File: src/rtl/keypad_cipher_entry_if.sv
// Keypad-to-display bundle for the cipher entry unit: key levels in, display and
// status out. The slave modport is the cipher unit's view.
interface keypad_cipher_entry_if #(
   parameter int DIGITS  = 4,
   parameter int NUM_COM = 8
);
   logic [9:0]          num;
   logic                star;
   logic                sharp;
   logic [6:0]          seg;
   logic [NUM_COM-1:0]  com;
   logic [4*DIGITS-1:0] digits;
   logic [3:0]          key;
   logic [1:0]          state;
   logic                mode;
   logic                result_vld;

   modport master (
      output num, star, sharp,
      input  seg, com, digits, key, state, mode, result_vld
   );

   modport slave (
      input  num, star, sharp,
      output seg, com, digits, key, state, mode, result_vld
   );
endinterface

File: src/rtl/keypad_cipher_entry.sv
// Keypad code/key entry with digit-wise mod-10 encrypt/decrypt and a
// multiplexed 7-segment display scan.
module keypad_cipher_entry #(
   parameter int DIGITS   = 4,
   parameter int NUM_COM  = 8,
   parameter int SCAN_DIV = 4
) (
   input logic clk,
   input logic rst,
   keypad_cipher_entry_if.slave bus
);
   localparam int CNT_W  = $clog2(DIGITS + 1);
   localparam int POS_W  = (NUM_COM > 1) ? $clog2(NUM_COM) : 1;
   localparam int SCAN_W = (SCAN_DIV > 1) ? $clog2(SCAN_DIV) : 1;
   localparam logic [CNT_W-1:0]  DIGITS_C = CNT_W'(DIGITS);
   localparam logic [POS_W-1:0]  POS_LAST = POS_W'(NUM_COM - 1);
   localparam logic [SCAN_W-1:0] SCAN_LAST = SCAN_W'(SCAN_DIV - 1);

   typedef enum logic [1:0] {
      IDLE       = 2'd0,
      ENTER_DATA = 2'd1,
      ENTER_KEY  = 2'd2,
      RESULT     = 2'd3
   } state_t;

   state_t              state_reg, state_next;
   logic                mode_reg, mode_next;
   logic [4*DIGITS-1:0] digits_reg, digits_next;
   logic [3:0]          key_reg, key_next;
   logic [CNT_W-1:0]    count_reg, count_next;
   logic                key_set_reg, key_set_next;
   logic                result_vld_reg, result_vld_next;
   logic [11:0]         prev_reg;
   logic [SCAN_W-1:0]   scan_cnt_reg;
   logic [POS_W-1:0]    pos_reg;

   logic [11:0]         keys, rise;
   logic                one_press, press_digit, press_star, press_sharp;
   logic [3:0]          digit_val;
   logic [4*DIGITS-1:0] cipher;
   logic [6:0]          seg_val;

   // Key order {sharp, star, num9..num0}; simultaneous new presses cancel each other.
   assign keys        = {bus.sharp, bus.star, bus.num};
   assign rise        = keys & ~prev_reg;
   assign one_press   = (rise != 12'd0) && ((rise & (rise - 12'd1)) == 12'd0);
   assign press_digit = one_press && (rise[9:0] != 10'd0);
   assign press_star  = one_press && rise[10];
   assign press_sharp = one_press && rise[11];

   always_comb begin
      digit_val = 4'd0;
      for (int i = 0; i < 10; i++) begin
         if (rise[i]) digit_val = 4'(i);
      end
   end

   // Decrypt adds 10 before subtracting so the 5-bit intermediate never goes negative.
   genvar gi;
   generate
      for (gi = 0; gi < DIGITS; gi++) begin : g_cipher
         logic [4:0] d5, sum;
         assign d5  = {1'b0, digits_reg[4*gi +: 4]};
         assign sum = mode_reg ? (d5 + 5'd10 - {1'b0, key_reg})
                               : (d5 + {1'b0, key_reg});
         assign cipher[4*gi +: 4] = (sum >= 5'd10) ? 4'(sum - 5'd10) : sum[3:0];
      end
   endgenerate

   always_comb begin
      state_next      = state_reg;
      mode_next       = mode_reg;
      digits_next     = digits_reg;
      key_next        = key_reg;
      count_next      = count_reg;
      key_set_next    = key_set_reg;
      result_vld_next = 1'b0;
      case (state_reg)
         IDLE: begin
            if (press_star || press_sharp) begin
               state_next   = ENTER_DATA;
               mode_next    = press_sharp;
               digits_next  = '0;
               count_next   = '0;
               key_next     = 4'd0;
               key_set_next = 1'b0;
            end
         end
         ENTER_DATA: begin
            if (press_digit && count_reg < DIGITS_C) begin
               digits_next      = digits_reg << 4;
               digits_next[3:0] = digit_val;
               count_next       = count_reg + 1'b1;
            end else if (press_sharp && count_reg == DIGITS_C) begin
               state_next = ENTER_KEY;
            end else if (press_star) begin
               state_next = IDLE;
            end
         end
         ENTER_KEY: begin
            if (press_digit) begin
               key_next     = digit_val;
               key_set_next = 1'b1;
            end else if (press_sharp && key_set_reg) begin
               state_next      = RESULT;
               digits_next     = cipher;
               result_vld_next = 1'b1;
            end else if (press_star) begin
               state_next = IDLE;
            end
         end
         RESULT: begin
            if (press_star) state_next = IDLE;
         end
         default: state_next = IDLE;
      endcase
      // Every route back to IDLE wipes the entry registers.
      if (state_next == IDLE && state_reg != IDLE) begin
         mode_next    = 1'b0;
         digits_next  = '0;
         count_next   = '0;
         key_next     = 4'd0;
         key_set_next = 1'b0;
      end
   end

   always_ff @(posedge clk) begin
      if (rst) begin
         state_reg      <= IDLE;
         mode_reg       <= 1'b0;
         digits_reg     <= '0;
         key_reg        <= 4'd0;
         count_reg      <= '0;
         key_set_reg    <= 1'b0;
         result_vld_reg <= 1'b0;
         prev_reg       <= 12'd0;
         scan_cnt_reg   <= '0;
         pos_reg        <= '0;
      end else begin
         state_reg      <= state_next;
         mode_reg       <= mode_next;
         digits_reg     <= digits_next;
         key_reg        <= key_next;
         count_reg      <= count_next;
         key_set_reg    <= key_set_next;
         result_vld_reg <= result_vld_next;
         prev_reg       <= keys;
         if (scan_cnt_reg == SCAN_LAST) begin
            scan_cnt_reg <= '0;
            pos_reg      <= (pos_reg == POS_LAST) ? '0 : pos_reg + 1'b1;
         end else begin
            scan_cnt_reg <= scan_cnt_reg + 1'b1;
         end
      end
   end

   function automatic logic [6:0] glyph(input logic [3:0] d);
      case (d)
         4'd0: glyph = 7'h3F;
         4'd1: glyph = 7'h06;
         4'd2: glyph = 7'h5B;
         4'd3: glyph = 7'h4F;
         4'd4: glyph = 7'h66;
         4'd5: glyph = 7'h6D;
         4'd6: glyph = 7'h7D;
         4'd7: glyph = 7'h07;
         4'd8: glyph = 7'h7F;
         4'd9: glyph = 7'h6F;
         default: glyph = 7'h00;
      endcase
   endfunction

   always_comb begin
      seg_val = 7'h00;
      for (int i = 0; i < DIGITS; i++) begin
         if (pos_reg == POS_W'(i) &&
             (CNT_W'(i) < count_reg || state_reg == RESULT))
            seg_val = glyph(digits_reg[4*i +: 4]);
      end
      if (pos_reg == POS_LAST && state_reg != IDLE)
         seg_val = mode_reg ? 7'h5E : 7'h79;
   end

   assign bus.seg        = seg_val;
   assign bus.com        = {{(NUM_COM-1){1'b0}}, 1'b1} << pos_reg;
   assign bus.digits     = digits_reg;
   assign bus.key        = key_reg;
   assign bus.state      = state_reg;
   assign bus.mode       = mode_reg;
   assign bus.result_vld = result_vld_reg;
endmodule
File: src/flat_wrapper.sv
// flat-port wrapper written by rule: the top's interface ports become plain ports
module keypad_cipher_entry_flat 
#(
   parameter int DIGITS   = 4,
   parameter int NUM_COM  = 8,
   parameter int SCAN_DIV = 4
)
  (clk, rst, bus_num, bus_star, bus_sharp, bus_seg, bus_com, bus_digits, bus_key, bus_state, bus_mode, bus_result_vld);
  keypad_cipher_entry_if #(.DIGITS(DIGITS), .NUM_COM(NUM_COM)) bus_i ();
  input logic clk;
  input logic rst;
  input wire logic [$bits(bus_i.num)-1:0] bus_num;
  input wire logic [$bits(bus_i.star)-1:0] bus_star;
  input wire logic [$bits(bus_i.sharp)-1:0] bus_sharp;
  output wire logic [$bits(bus_i.seg)-1:0] bus_seg;
  output wire logic [$bits(bus_i.com)-1:0] bus_com;
  output wire logic [$bits(bus_i.digits)-1:0] bus_digits;
  output wire logic [$bits(bus_i.key)-1:0] bus_key;
  output wire logic [$bits(bus_i.state)-1:0] bus_state;
  output wire logic [$bits(bus_i.mode)-1:0] bus_mode;
  output wire logic [$bits(bus_i.result_vld)-1:0] bus_result_vld;
  assign bus_i.num = bus_num;
  assign bus_i.star = bus_star;
  assign bus_i.sharp = bus_sharp;
  assign bus_seg = bus_i.seg;
  assign bus_com = bus_i.com;
  assign bus_digits = bus_i.digits;
  assign bus_key = bus_i.key;
  assign bus_state = bus_i.state;
  assign bus_mode = bus_i.mode;
  assign bus_result_vld = bus_i.result_vld;
  keypad_cipher_entry #(.DIGITS(DIGITS), .NUM_COM(NUM_COM), .SCAN_DIV(SCAN_DIV)) u_core (.clk(clk), .rst(rst), .bus(bus_i));
endmodule
File: config.mk
export PLATFORM = sky130hd
export DESIGN_NAME = keypad_cipher_entry_flat
export DESIGN_NICKNAME = d
export VERILOG_FILES = /design/src/rtl/keypad_cipher_entry_if.sv /design/src/rtl/keypad_cipher_entry.sv /design/src/flat_wrapper.sv
export SDC_FILE = /design/constraint.sdc
export NUM_CORES = 1
export LEC_CHECK = 0
export CAP_MARGIN = 20
export CORE_MARGIN = 1
export CORE_UTILIZATION = 60
export DETAILED_ROUTE_END_ITERATION = 10
export HOLD_SLACK_MARGIN = 0.15
export PLACE_DENSITY = 0.85
export SYNTH_ARGS = -nofsm -noshare
export SYNTH_HDL_FRONTEND = slang
export SYNTH_SLANG_ARGS = --single-unit
File: constraint.sdc
create_clock -name clk -period 6.66 [get_ports clk]
set_input_delay 1.665 -clock clk [delete_from_list [all_inputs] [get_ports clk]]
set_output_delay 1.665 -clock clk [all_outputs]
set_load 0.1 [all_outputs]
==> run metrics <==
status completed; final setup fails 0; Sw Share 42.8%; # port buffers 52; buffer count from post-CTS setup fixing 0; Routed WL 15900 µm; Simple-Gate Fraction of Synth Area 19.1%; Worst Path Class, Setup input pin to flip-flop; compound-gate portion of the synthesized area 26.4%; hold-critical path depth 1; EDFF count, synth 0; delay-heaviest family, CP simple AND/OR/NAND/NOR gates; die height 103 µm; Leak 2.82 nW; P&R area growth vs syn 13.5%; net count after synthesis 847; critical path arrival 5900 ps; Clk network pwr share 26.3%; worst-skew pair later-pin latency 370 ps; clk slew on worst S/H paths 80 ps; fin nets 888; cells along the critical path clkdlybuf4s50_1 -> nor2b_4 -> nor4_4 -> and4_1 -> or4_4 -> o31ai_4 -> buf_4 -> or3b_1 -> a41o_1 -> buf_4 -> nor2_1 -> inv_1 -> ha_1 -> inv_1 -> o21ai_1 -> a221o_1; DR vias 5805; CTS Root Cell clkbuf_8; max_slew headroom 32.9%; Die ar. 0.0106 mm²; FMAX 0.177 GHz; net switching power 0.612 mW; GRT Util Overall 31.5%; #FFs+latches synth 73; Initial DRC Count 405; first drt pass iteration count 5; hold buffers post-CTS 0; Critical Path Stages 16; DRC 0; Fillers 834; max-cap violations 0; CTS resizes 0; Antenna Cells 0; power per cell area 207 mW/mm²; pre-CTS WS 702 ps; main combinational cell family by area after synthesis compound AO/OA/AOI/OAI gates; Initial Util 62.1%; cell count after synthesis 741; CTS tree done; Final Slew Violations 0; Routed WL per cell 17.3 µm; number of global-route vias before repair 5631; TritonCTS Sinks 73; Setup crit end kind flip-flop; asr flop ratio synth 0%; Worst-Margin Slew 1000 ps; top post-synthesis cells by area dfxtp_1, ha_1, nor2_1; via density per instance 6.31; xor and xnor area share after synthesis 2.16%; r2r worst-path depth 19; Core Util, Final 70.4%; part of the power in registers 33.5%; Comb pwr share 40.2%; Final Cycle Share 84.8%; chip width 103 µm; Post-Synth Adder-Cell Area 19.9%; DRT antenna net count 0; Worst Hold Class flip-flop to flip-flop; Worst VDD drop 0.262 mV; setup tns final 0 ps; area share of the largest cell type after synthesis 24.0%; worst-path fanout max 20; Hold Vio Cnt, Final 0; Synth Flop Type dfxtp_1; largest net degree at the start of global routing 35; H-tree depth 3; grt total ovfl 0; first-pass GRT wire length 26000 µm; multiplexer share of the synthesized area 2.63%; fin cells 920; Ys Warns 0; hpwl dp 12000 µm; Cell Int Power 0.818 mW; CTS buffer count 9; minimum clock period after layout 5650 ps; worst setup margin 1010 ps; startpoint types input pin; worst-case clock buffer depth 2; crit path buf inv count 5; Synth Cell Area 0.00609 mm²; GPL Wtd Cong 0.980; initial antenna violation count 0; # rows 36; crit path max-delay cell type and4_1; Worst EP required 6920 ps; I/O pins 53; Setup Skew 9.92 ps; dpl cells 904; syn_area_per_cell 8.22 µm²; sequential area share after synthesis 24.0%; share of post-route cells with drive strength above 1 5.34%; largest stage delay on the critical path 530 ps; Yosys top cell by area dfxtp_1; Yosys cell types 81; core footprint 0.00982 mm²; area of the multi-input gates 0.00427 mm²; RSZ-0062 raised after global routing no; FF/Latch Area 0.00146 mm²
==> cells by family after synthesis <==
family                     after synthesis
AOI/OAI and AO/OA                      232
xor gates and xnor gates                15
adders and majority gates               92
buffers and inverters                   89
DFF                                     73
muxes                                   15
and+or+nand+nor                        225
==> cell type report <==
cell class              instances  area share [%]
clock inverters                 6            1.07
multi-input cells             579            61.8
clock buffers                  10            1.99
flip-flops and latches         73            21.1
repair buffers                 60            8.40
inverters                      59            3.20
well taps                     133            2.41
==> Yosys cell counts (5+ instances only) <==
| master | number |
|---|---|
| nand2_1 | 44 |
| clkbuf_1 | 18 |
| o211ai_1 | 8 |
| nand2b_1 | 21 |
| xnor2_1 | 9 |
| buf_2 | 8 |
| fa_1 | 8 |
| a31oi_1 | 15 |
| a21oi_1 | 47 |
| dfxtp_1 | 73 |
| o21a_1 | 5 |
| o2bb2ai_1 | 7 |
| nor4_1 | 5 |
| nor3_1 | 10 |
| mux2i_1 | 10 |
| o22ai_1 | 5 |
| xor2_1 | 6 |
| nor2_1 | 69 |
| nand3_1 | 12 |
| inv_1 | 55 |
| nor2b_1 | 30 |
| a22oi_1 | 15 |
| and2_1 | 6 |
| a21o_1 | 16 |
| a211oi_1 | 7 |
| ha_1 | 84 |
| o31a_1 | 7 |
| o21ai_0 | 44 |
| a2bb2oi_1 | 7 |
==> worst paths after layout <==
kind | end | slack, ps | startpoint
max reg2reg | flip-flop | 1790 | u_core.bus.key[1]
min | u_core.scan_cnt_reg[0] | 430 | u_core.scan_cnt_reg[0]
min reg2reg | u_core.scan_cnt_reg[0] | 430 | u_core.scan_cnt_reg[0]
max | flip-flop | 1010 | bus_num[2]
==> power groups by stage <==
| stage | registers (mW) | logic (mW) | clock network (mW) |
|---|---|---|---|
| 3_5_place_dp | 0.488 | 0.556 | 0 |
| 6_report | 0.478 | 0.575 | 0.377 |
| 2_1_floorplan | 0.535 | 0.375 | 0 |
| 4_1_cts | 0.478 | 0.560 | 0.380 |
| 5_1_grt | 0.481 | 0.614 | 0.398 |
| 3_3_place_gp | 0.487 | 0.544 | 0 |
==> cell usage in the layout (no fill, tap or decap), types with 15 or more instances in the layout <==
cell | Yosys | layout
nand2b_1 | 21 | 21
nand2_1 | 44 | 44
a31oi_1 | 15 | 15
dfxtp_1 | 73 | 73
inv_1 | 55 | 55
ha_1 | 84 | 84
nor2_1 | 69 | 69
nor2b_1 | 30 | 30
a21oi_1 | 47 | 47
clkdlybuf4s50_1 | 0 | 52
a21o_1 | 16 | 16
o21ai_0 | 44 | 44
a22oi_1 | 15 | 15
==> worst reg2reg max path: stages (launching register included) <==
cell	delay, ps
dfxtp_1	840
ha_1	370
inv_1	60
ha_1	160
inv_1	50
fa_1	460
mux2_2	300
ha_1	180
inv_1	80
a21oi_1	50
a311oi_1	500
nand3_1	140
a31oi_1	260
mux2i_1	210
nor2_1	320
inv_1	130
ha_1	200
inv_1	70
o21ai_1	70
a221o_1	300
==> metrics by stage <==
step / hold WS (ps) / total power, mW / instance area (µm²)
floorplan: 398 / 0.909 / 6090
global placement: 406 / 1.03 / 6700
detailed placement: 424 / 1.04 / 6700
CTS: 439 / 1.42 / 6920
global route: 462 / 1.49 / 6920
finish: 434 / 1.43 / 6920
==> routing by layer <==
metal | track usage (%) | part of all wire [%]
met5 | 0 | 0
met4 | 13.3 | 2.9
met3 | 6.44 | 6.2
met2 | 55.2 | 49
met1 | 37.4 | 42
Note: power is estimated with default switching activity, not from simulation.
